## config.mk

```make
export PLATFORM = sky130hd
export DESIGN_NAME = i2c_read
export DESIGN_NICKNAME = d
export VERILOG_FILES = /design/src/rtl/i2c_pkg.sv /design/src/rtl/i2c_line_sync.sv /design/src/rtl/i2c_read.sv
export SDC_FILE = /design/constraint.sdc
export NUM_CORES = 1
export LEC_CHECK = 0
export ABC_AREA = 1
export CAP_MARGIN = 20
export CORE_ASPECT_RATIO = 1.5
export CORE_MARGIN = 2
export CORE_UTILIZATION = 45
export CTS_BUF_LIST = sky130_fd_sc_hd__clkbuf_8 sky130_fd_sc_hd__clkbuf_16
export DETAILED_ROUTE_END_ITERATION = 7
export PLACE_DENSITY = 0.8
export REMOVE_ABC_BUFFERS = 1
export SLEW_MARGIN = 20
export SYNTH_ARGS = -nofsm -noshare
export SYNTH_HDL_FRONTEND = slang
export SYNTH_SLANG_ARGS = --single-unit
```

## constraint.sdc

```tcl
create_clock -name clk -period 1.5 [get_ports clk]
set_input_delay 0.225 -clock clk [delete_from_list [all_inputs] [get_ports clk]]
set_output_delay 0.225 -clock clk [all_outputs]
set_load 0.02 [all_outputs]
```

## src/rtl/i2c_pkg.sv

```systemverilog
// Shared definitions for the I2C bit-level engines: FSM states, bit-count limits and synchronizer depth.
package i2c_pkg;

  typedef enum logic [1:0] {
    IDLE      = 2'd0,
    WAIT_RISE = 2'd1,
    HIGH      = 2'd2,
    DONE      = 2'd3
  } i2c_state_t;

  localparam int CNT_W = 4;
  localparam logic [CNT_W-1:0] BIT_MODE_CNT  = 4'd1;
  localparam logic [CNT_W-1:0] BYTE_MODE_CNT = 4'd8;

  localparam int SYNC_DEPTH = 2;

  function automatic logic [CNT_W-1:0] target_count(input logic byte_mode);
    return byte_mode ? BYTE_MODE_CNT : BIT_MODE_CNT;
  endfunction

endpackage

```

## src/rtl/i2c_line_sync.sv

```systemverilog
// Synchronizer (+ optional stable-count filter when I2C_READ_GLITCH_FILTER_EN is defined) for one I2C line.
// Everything resets to 1 so that releasing reset on an idle bus never looks like an edge.
module i2c_line_sync
  import i2c_pkg::*;
#(
  parameter int FILTER_DEPTH = 3
) (
  input  logic clk,
  input  logic rst_n,
  input  logic line_i,
  output logic line_s,
  output logic line_p
);

  logic [SYNC_DEPTH-1:0] sync_q;
  logic                  synced;

  always_ff @(posedge clk or negedge rst_n) begin
    if (!rst_n) begin
      sync_q <= '1;
    end else begin
      sync_q <= {sync_q[SYNC_DEPTH-2:0], line_i};
    end
  end

  assign synced = sync_q[SYNC_DEPTH-1];

`ifdef I2C_READ_GLITCH_FILTER_EN
  localparam int FCNT_W = $clog2(FILTER_DEPTH + 1);

  logic [FCNT_W-1:0] stable_cnt;
  logic              filt_q;

  // The filtered level only follows after FILTER_DEPTH consecutive differing samples.
  always_ff @(posedge clk or negedge rst_n) begin
    if (!rst_n) begin
      filt_q     <= 1'b1;
      stable_cnt <= '0;
    end else if (synced == filt_q) begin
      stable_cnt <= '0;
    end else if (stable_cnt == FCNT_W'(FILTER_DEPTH - 1)) begin
      filt_q     <= synced;
      stable_cnt <= '0;
    end else begin
      stable_cnt <= stable_cnt + 1'b1;
    end
  end

  assign line_s = filt_q;
`else
  assign line_s = synced;
`endif

  always_ff @(posedge clk or negedge rst_n) begin
    if (!rst_n) begin
      line_p <= 1'b1;
    end else begin
      line_p <= line_s;
    end
  end

endmodule

```

## src/rtl/i2c_read.sv

```systemverilog
// I2C receive engine: samples SDA on SCL rises into a bit or byte and watches for START/STOP/bus errors.
// Optional input glitch filtering is enabled with the macro I2C_READ_GLITCH_FILTER_EN.
module i2c_read
  import i2c_pkg::*;
#(
  parameter int FILTER_DEPTH = 3
) (
  input  logic       clk,
  input  logic       rst_n,
  input  logic       rd_en,
  input  logic       is_byte,
  input  logic       scl_i,
  input  logic       sda_i,
  output logic       rd_ld,
  output logic       data_o,
  output logic [7:0] data_byte,
  output logic       rd_finish,
  output logic       get_start,
  output logic       get_stop,
  output logic       bus_err
);

  logic scl_s, scl_p, sda_s, sda_p;

  i2c_line_sync #(.FILTER_DEPTH(FILTER_DEPTH)) u_scl_sync (
    .clk    (clk),
    .rst_n  (rst_n),
    .line_i (scl_i),
    .line_s (scl_s),
    .line_p (scl_p)
  );

  i2c_line_sync #(.FILTER_DEPTH(FILTER_DEPTH)) u_sda_sync (
    .clk    (clk),
    .rst_n  (rst_n),
    .line_i (sda_i),
    .line_s (sda_s),
    .line_p (sda_p)
  );

  // SDA edges only count while SCL has been high for two samples, so an SCL edge always wins.
  logic scl_rise, scl_fall, scl_high, sda_fall_hi, sda_rise_hi;

  assign scl_rise    = scl_s & ~scl_p;
  assign scl_fall    = ~scl_s & scl_p;
  assign scl_high    = scl_s & scl_p;
  assign sda_fall_hi = scl_high & ~sda_s & sda_p;
  assign sda_rise_hi = scl_high & sda_s & ~sda_p;

  i2c_state_t       state_q, state_d;
  logic [CNT_W-1:0] cnt_q, cnt_d, cnt_inc;
  logic             byte_mode_q, byte_mode_d;
  logic [7:0]       byte_d;
  logic             bit_d, ld_d, fin_d, err_d;

  assign cnt_inc = cnt_q + 1'b1;

  always_comb begin
    state_d     = state_q;
    cnt_d       = cnt_q;
    byte_mode_d = byte_mode_q;
    byte_d      = data_byte;
    bit_d       = data_o;
    ld_d        = 1'b0;
    fin_d       = 1'b0;
    err_d       = 1'b0;

    unique case (state_q)
      IDLE: begin
        if (rd_en) begin
          byte_mode_d = is_byte;
          cnt_d       = '0;
          byte_d      = '0;
          state_d     = WAIT_RISE;
        end
      end
      WAIT_RISE: begin
        if (scl_rise) begin
          bit_d   = sda_s;
          byte_d  = {data_byte[6:0], sda_s};
          ld_d    = 1'b1;
          state_d = HIGH;
        end
      end
      HIGH: begin
        if (sda_fall_hi || sda_rise_hi) begin
          err_d   = 1'b1;
          fin_d   = 1'b1;
          state_d = DONE;
        end else if (scl_fall) begin
          cnt_d = cnt_inc;
          if (cnt_inc == target_count(byte_mode_q)) begin
            fin_d   = 1'b1;
            state_d = DONE;
          end else begin
            state_d = WAIT_RISE;
          end
        end
      end
      DONE: begin
        if (!rd_en) begin
          state_d = IDLE;
        end
      end
      default: state_d = IDLE;
    endcase

    // A withdrawn request aborts silently from any active state.
    if (state_q != IDLE && !rd_en) begin
      state_d     = IDLE;
      cnt_d       = '0;
      byte_mode_d = byte_mode_q;
      byte_d      = data_byte;
      bit_d       = data_o;
      ld_d        = 1'b0;
      fin_d       = 1'b0;
      err_d       = 1'b0;
    end
  end

  always_ff @(posedge clk or negedge rst_n) begin
    if (!rst_n) begin
      state_q     <= IDLE;
      cnt_q       <= '0;
      byte_mode_q <= 1'b0;
      data_byte   <= '0;
      data_o      <= 1'b0;
      rd_ld       <= 1'b0;
      rd_finish   <= 1'b0;
      bus_err     <= 1'b0;
      get_start   <= 1'b0;
      get_stop    <= 1'b0;
    end else begin
      state_q     <= state_d;
      cnt_q       <= cnt_d;
      byte_mode_q <= byte_mode_d;
      data_byte   <= byte_d;
      data_o      <= bit_d;
      rd_ld       <= ld_d;
      rd_finish   <= fin_d;
      bus_err     <= err_d;
      get_start   <= sda_fall_hi;
      get_stop    <= sda_rise_hi;
    end
  end

endmodule

```

## Word level (Yosys, flattened, before mapping)

Cells that the tools add are included.

- $add $sub $neg: 1
- Eq/ne operators: 12
- Mux-type cells: 28
- Bitwise gates (word level): 12
- Reductions and logical operators: 12

Operators with widths:

| cell | number |
|---|---|
| 4-bit two-way mux | 5 |
| 8-bit two-way mux | 2 |
| 8-bit case mux with 2 select lines | 1 |
| 3-bit inequality test (second input constant) | 5 |
| 2-bit two-way mux | 7 |
| 4-bit AND reduction | 3 |
| 1-bit two-way mux | 11 |
| 2-bit case mux with 4 select lines | 1 |
| 4-bit case mux with 2 select lines | 1 |
| 1-bit AND | 7 |
| 3-bit AND reduction | 2 |
| 1-bit inverter | 5 |
| 4-bit by 1-bit adder with 4-bit output (second input constant) | 1 |
| 2-bit equality test (second input constant) | 2 |
| 4-bit equality test | 1 |
| 2-bit inequality test (second input constant) | 2 |
| 4-bit inequality test (second input constant) | 1 |
| 2-bit nonzero test | 2 |
| 3-bit nonzero test | 1 |
| 2-bit by 1-bit equality test with 1-bit output (second input constant) | 1 |
| 2-bit zero test | 1 |
| 1-bit logical AND | 1 |
| 1-bit zero test | 1 |
| 1-bit logical OR | 1 |

- Register bits: 27
- Input port bits: 6
- Output and inout bits: 14

## Depth between registers and ports, before layout

Gate-level depths: netlist of run 1.

- Depth in word-level cells: 7
- Gate-level depth with buffers: 10
- Mapped depth without buffers: 10

## Modules after synthesis

Synthesis of run 1 repeated with hierarchy kept, for this count alone.

- Cells, all modules: 129
- Area total of the unflattened synthesis: 1163.6 µm²

Modules (own cells, without submodules):

| module | instances | cells each | area an instance (µm²) | sequential area each (µm²) |
|---|---|---|---|---|
| i2c_read | 1 | 123 | 1006.0 | 525.5 |
| i2c_line_sync | 2 | 3 | 78.8 | 78.8 |

## Worst setup path after synthesis of run 1

OpenSTA, ideal clock, no wires.

- Kind: register -> register
- Start: reg cnt_q[0]
- End: reg state_q[1]
- Library setup time: 0.116 ns
- Data arrival time: 1.130 ns
- Required time: 1.384 ns
- Path slack: 0.253 ns
- Stages on the path, launching flop included: 10
- Buffers on the path: 0
- Period minus slack after synthesis: 1.247 ns
- Path through: dfrtp_1 -> ha_1 -> xor2_1 -> nor2_1 -> nand2_1 -> nand2_1 -> nand2_1 -> nand2_1 -> nand2_1 -> nand2_1

- Longest elaborated chain between the ends: 7

RTL lines:

| item | RTL line | text |
|---|---|---|
| start, declared | i2c_read.sv:51 | `logic [CNT_W-1:0] cnt_q, cnt_d, cnt_inc;` |
| start signal, assigned | i2c_read.sv:135 | `cnt_q <= cnt_d;` |
| 4-bit by 1-bit adder with 4-bit output | i2c_read.sv:56 | `assign cnt_inc = cnt_q + 1'b1;` |
| 4-bit equality test | i2c_read.sv:92 | `if (cnt_inc == target_count(byte_mode_q)) begin` |
| 2-bit two-way mux | i2c_read.sv:92 |  |
| 2-bit two-way mux | i2c_read.sv:90 | `end else if (scl_fall) begin` |
| 2-bit two-way mux | i2c_read.sv:86 | `if (sda_fall_hi \|\| sda_rise_hi) begin` |
| 2-bit case mux with 4 select lines | i2c_read.sv:68 | `unique case (state_q)` |
| 2-bit two-way mux | i2c_read.sv:109 | `if (state_q != IDLE && !rd_en) begin` |
| end signal, assigned | i2c_read.sv:134 | `state_q <= state_d;` |
| end, declared | i2c_read.sv:50 | `i2c_state_t state_q, state_d;` |

No other way between the ends. The select of a mux whose other input is x is not followed.
A chain may end at the register's enable or synchronous reset.

## Final worst setup path of run 1

- Start: reg data_byte[7]
- End: out data_byte[7]

RTL lines:

| item | RTL line | text |
|---|---|---|
| start, declared | i2c_read.sv:16 | `output logic [7:0] data_byte,` |
| start signal, assigned | i2c_read.sv:137 | `data_byte <= byte_d;` |

No word-level cell between the ends.

==> results of run 1 <==
## state kept, by name, summed over array words and instances, names as in the netlist
register and count:
u_sda_sync.sync_q 2, byte_mode_q 1, data_byte 8, u_sda_sync.line_p 1, data_o 1, cnt_q 4
u_scl_sync.sync_q 2, state_q 2, get_stop 1, get_start 1, bus_err 1, rd_finish 1
u_scl_sync.line_p 1, rd_ld 1
## cells in the final DEF (no fill, tap or decap), drive strengths merged, types with 2 or more instances in the layout
master and count:
clkdlybuf4s50 12, nor3 3, dfrtp 21, dlymetal6s2s 6
o21ai 3, clkbuf 3, nor2 15, buf 8
nand3 20, inv 17, nand3b 2, dfstp 6
nand2 35
## metrics by stage
stage	hold WS, ns	setup TNS [ns]	power, mW	cell area [µm²]
floorplan	-0.07059	0	1.294	1182
global placement	0.3470	-0.0004208	1.484	1448
detailed placement	0.3495	-0.3090	1.507	1448
CTS	0.3365	0	1.909	1493
global route	0.3435	-0.1044	2.046	1533
finish	0.3231	0	1.895	1533
## where the power goes
group	switching (mW)	internal [mW]	leakage, nW
logic	0.389	0.231	0.518
clock network	0.212	0.186	0.0255
registers	0.0609	0.816	0.348
total	0.663	1.23	0.892
## cells by family after synthesis
logic type	after synthesis
AO/OA/AOI/OAI	5
XOR/XNOR	1
adder cells (fa/ha/maj)	1
buffers and inverters	18
flip-flops	27
multiplexers	1
AND/OR/NAND/NOR	76
## final cells by class
cell class,instances,area [µm²]
repair buffers,27,264.0
multi-input cells,84,445.4
clock buffers,3,41.29
inverters,17,63.81
well taps,24,30.03
fillers,224,944.7
flip-flops and latches,27,683.2
clock inverters,1,5.005
## worst min path at each step
stage | slack (ns) | end | start | cells after the start
after floorplan | -0.07 | bus_err | rst_n | 0
after global placement | 0.35 | u_scl_sync.sync_q[1] | u_scl_sync.sync_q[0] | 0
after detailed placement | 0.35 | u_scl_sync.sync_q[1] | u_scl_sync.sync_q[0] | 0
after CTS | 0.34 | get_stop | rst_n | 2
after global routing | 0.34 | get_start | rst_n | 2
final | 0.32 | get_stop | rst_n | 2
## timing repair
item / in CTS / in global routing
gates resized for setup: 1 / 9
hold buffers: 0 / 0
pin swaps: 0 / 5
buffers inserted: 0 / 2
endpoints found under the setup margin: 1 / 8
cloned: 0 / 0
## per-layer routing
layer	global-route usage	vias up	wire length (µm)
li1	-	467	-
met1	0.1916	444	871
met2	0.2847	21	1171
met3	0.02439	4	65
met4	0.07500	0	29
met5	0	-	0
==> results.md, run 1 <==
- Crit-path max FO: 2
- Worst Path Required: 1.27 ns
- Die H: 66.91 µm
- Predominant post-synthesis flop cell: dfrtp_1
- FF-to-FF path depth: 10
- CP cell instances: clkdlybuf4s50_1
- Post-Synth XOR/XNOR Area: 0.007376
- Antenna Nets Post-Route: 0
- CTS Buf Count: 3
- R2r setup slk: 0.08 ns
- GPL Wtd Cong: 0.7827
- Placed insts: 177
- Final Cycle Share: 0.9675
- Initial drt markers: 25
- Worst slew pin tran: 0.4712 ns
- Yosys top cell area share: 0.4426
- RSZ-0062 raised after global routing: true
- Crit Reg-Reg Endpoint: state_q[0]
- FF-to-FF Start: u_scl_sync.sync_q[1]
- Die area: 0.003074 mm²
- Fin worst setup slack: 0.04872 ns
- Post-Place Worst Slack: -0.06282 ns
- Ports: 20
- CTS max path bufs: 2
- Core Rows: 22
- Critical Path Sink Type: primary output
- Post-synthesis instance area: 0.001187 mm²
- Final Setup Violations: 0
- First-pass GRT wire length: 3726 µm
- Cells after synthesis: 129
- Critical path's top delay family: buffers and inverters
- Area growth syn-to-layout: 29.08%
- Max stage delay on crit path: 0.60 ns
- Setup CP Type: reg2out
- Post-synthesis adder-cell area fraction: 0.01054
- Clock Skew: 0.001619 ns
- Die W: 45.94 µm
- Number of cells on the critical path: 1
- GRT overflow: 0
- Fin crit period: 1.451 ns
- Status: finished clean
- Initial Utilization: 0.4793
- Synthesized area per cell: 9.205 µm²
- Worst skew pair latency: 0.26 ns
- Vias in the first global route: 919
- Drt first pass iters: 4
- Max-slew violation count: 0
- Layout cell share with drive strength beyond 1: 0.2390
- Number of synthesis warnings: 0
- Total Wirelength: 2137 µm
- Global-route usage over all layers: 0.1649
- Distinct cell type count after synthesis: 22
- N_diodes: 0
- CTS Root Cell: clkbuf_8
- Htree depth: 1
- Largest net degree at the start of global routing: 28
- Worst path slowest cell: clkdlybuf4s50_1
- Critical Path Start Type: register
- Initial antenna violation count: 0
- Post-synth top cells: nand2_1, dfrtp_1, nand3_1
- Slew headroom: 0.6847
- Crit path buf inv count: 1
- Yosys reg bits: 27
- # nets final: 167
- Largest family of logic cells by synthesized area: simple AND/OR/NAND/NOR gates
- Count leader, synth: nand2_1
- Fin. Hold Viols: 0
- I/O Buffers: 19
- Pwr/cell area: 1236 mW/mm²
- Max Freq: 689.0 MHz
- Util after Layout: 0.6187
- Main area contributors after synthesis: dfrtp_1, dfstp_2, nand2_1
- Post-synthesis mux area share: 0.008430
- CP arrival: 1.23 ns
- Simple-gate share of the synthesized area: 0.3182
- Synth Area in Compound Gates: 0.02213
- Clock Sinks: 27
- Number of synthesized flops with an enable pin: 0
- Worst-path clk slew: 0.09 ns
- Fin cells: 183
- Max_cap viols: 0
- Hold Path Class: in2async
- Core Footprint: 0.002477 mm²
- CP endpoint: data_byte[7]
- Routed length per instance: 11.68 µm
- Worst setup path start: data_byte[7]
- Routed via count: 936
- Sequential fraction of the synthesis area: 0.5753
- CTS tree: yes
- Post-DP HPWL: 1603 µm
- Pleak: 0.8918 nW
- Vias/cell: 5.115
- Fraction of registers with async set/reset: 1.000
- Worst VDD drop: 0.7008 mV
- Drt drc: 0
- Area leader, netlist: dfrtp_1
Note: power is estimated with default switching activity, not from simulation.
==> run 2: changes to the inputs <==
- CORE_ASPECT_RATIO: 1.5 -> default
- SLEW_MARGIN: 20 -> 15
==> results.md, run 2 (synthesized netlist as in run 1, its figures left out) <==
- CP arrival: 1.21 ns (-0.02 ns)
- Reg with most FFs: data_byte
- Crit-path max FO: 1 (-1)
- Worst setup path start: get_stop
- Initial Utilization: 0.4750 (-0.004318)
- Slew headroom: 0.7786 (+0.09384)
- Core Footprint: 0.002500 mm² (+0.91%)
- CTS Buf Count: 3 (unchanged)
- Area growth syn-to-layout: 29.08% (unchanged)
- Design Power: 1.955 mW (+3.2%)
- Filler instances: 215 (-4.0%)
- Drt drc: 0 (unchanged)
- Post-Place Worst Slack: -0.09269 ns (-0.02987 ns)
- GRT overflow: 0 (unchanged)
- Setup CP Type: reg2out
- Max-slew violation count: 0 (unchanged)
- Sequential cell area: 684.4 µm² (+0.18%)
- Die H: 55.37 µm (-17%)
- Clock Skew: 0.004896 ns (+0.003277 ns)
- Core Rows: 18 (-18%)
- Post-DP HPWL: 1674 µm (+4.4%)
- Vias/cell: 4.942 (-3.4%)
- Critical Path Start Type: register
- Status: finished clean
- RSZ-0062 raised after global routing: true
- Largest net degree at the start of global routing: 28 (unchanged)
- I/O Buffers: 19 (unchanged)
- First-pass GRT wire length: 4002 µm (+7.4%)
- Worst path slowest cell: clkdlybuf4s50_1
- # nets final: 168 (+0.60%)
- Drt first pass iters: 4 (unchanged)
- Fin crit period: 1.438 ns (-0.01291 ns)
- CTS tree: yes
- Commonest non-fill, non-tap cell in the layout: nand2_1
- Ports: 20 (unchanged)
- Met1 WL: 953 µm (+9.4%)
- Pwr/cell area: 1275 mW/mm² (+3.2%)
- Most frequent cells in the layout: nand2_1, dfrtp_1, nand3_1
- Global-route usage over all layers: 0.1633 (-0.001594)
- Routed via count: 939 (+0.32%)
- GPL Wtd Cong: 0.7675 (-1.9%)
- Die W: 55.37 µm (+21%)
- Initial antenna violation count: 0 (unchanged)
- Crit path buf inv count: 1 (unchanged)
- Initial drt markers: 17 (-32%)
- Pleak: 0.8696 nW (-2.5%)
- Max Freq: 695.2 MHz (+0.90%)
- Worst-path clk slew: 0.09 ns (about the same)
- Fin worst setup slack: 0.06163 ns (+0.01291 ns)
- N_diodes: 0 (unchanged)
- Layout cell share with drive strength beyond 1: 0.2375 (-0.001494)
- Final Cycle Share: 0.9589 (-0.008606)
- Final Setup Violations: 0 (unchanged)
- Area of the multi-input gates: 435.4 µm² (-2.2%)
- Worst Path Required: 1.27 ns (about the same)
- Worst VDD drop: 0.9683 mV (+38%)
- Max stage delay on crit path: 0.60 ns (about the same)
- CTS Root Cell: clkbuf_8
- Worst slew pin tran: 0.3322 ns (-0.1390 ns)
- Clock Sinks: 27 (unchanged)
- Hold Path Class: in2async
- Die area: 0.003065 mm² (-0.28%)
- Critical path's top delay family: buffers and inverters
- Htree depth: 1 (unchanged)
- FF-to-FF Start: u_scl_sync.line_p
- Antenna Nets Post-Route: 0 (unchanged)
- Met2 WL: 1136 µm (-3.0%)
- Fin. Hold Viols: 0 (unchanged)
- Vias in the first global route: 1000 (+8.8%)
- CTS max path bufs: 2 (unchanged)
- Routed length per instance: 11.58 µm (-0.84%)
- Largest registers: data_byte: 8 flops, cnt_q: 4 flops
- Hold_buf cts: 0 (unchanged)
- Top sig layer: met4
- Max_cap viols: 0 (unchanged)
- CP cell instances: clkdlybuf4s50_1
- Met3 WL: 89 µm (+37%)
- Total Wirelength: 2200 µm (+2.9%)
- Max reg flops: 8 (unchanged)
- Worst skew pair latency: 0.28 ns (+0.02 ns)
- Critical Path Sink Type: primary output
-- run 2: layer usage --
metal  global-route usage  vias to the layer above
met2               0.2993                       17
met3              0.04684                        2
li1                     -                      472
met1               0.1813                      448
met4              0.04878                        0
met5                    0                        -
-- run 2: layout make-up --
type | instances | area share
Sequential cell | 27 | 0.4465
Clock buffer | 3 | 0.02694
Timing Repair Buffer | 28 | 0.1706
Multi-Input combinational cell | 84 | 0.2841
Clock inverter | 1 | 0.005714
Inverter | 17 | 0.04163
Tap cell | 30 | 0.02449
-- run 2: per-stage QoR --
step                      setup TNS (ns)  instance area [µm²]  hold slack, ns  utilization  std cells
after floorplan                        0                 1182        -0.07059            -        128
after global placement          -0.02897                 1470          0.3467       0.5881        185
after detailed placement         -0.4202                 1470          0.3482       0.5881        185
after CTS                              0                 1514          0.3073       0.6056        189
after global routing           -0.001028                 1533          0.3343       0.6131        190
final                                  0                 1533          0.3053       0.6131        190
-- run 2: timing repair --
action,CTS,global route
setup endpoints to repair,5,6
buffers inserted,0,1
gates resized for setup,5,5
-- run 2: power by group --
group / total (mW) / internal, mW / switching [mW]
combinational: 0.648 / 0.253 / 0.394
sequential: 0.882 / 0.817 / 0.0644
clock: 0.425 / 0.195 / 0.230
total: 1.95 / 1.27 / 0.689
-- run 2: path summary, 6_finish.rpt --
path / endpoint / slack [ns] / depth (start not counted)
worst max-delay path: get_stop / 0.06 / 1
worst min-delay path: get_start / 0.31 / 2
worst max register to register: cnt_q[0] / 0.12 / 6
worst min register to register: u_sda_sync.sync_q[1] / 0.36 / 0
max in group asynchronous: u_sda_sync.sync_q[0] / 0.90 / 2
min in group clk: u_scl_sync.sync_q[0] / 0.34 / 1
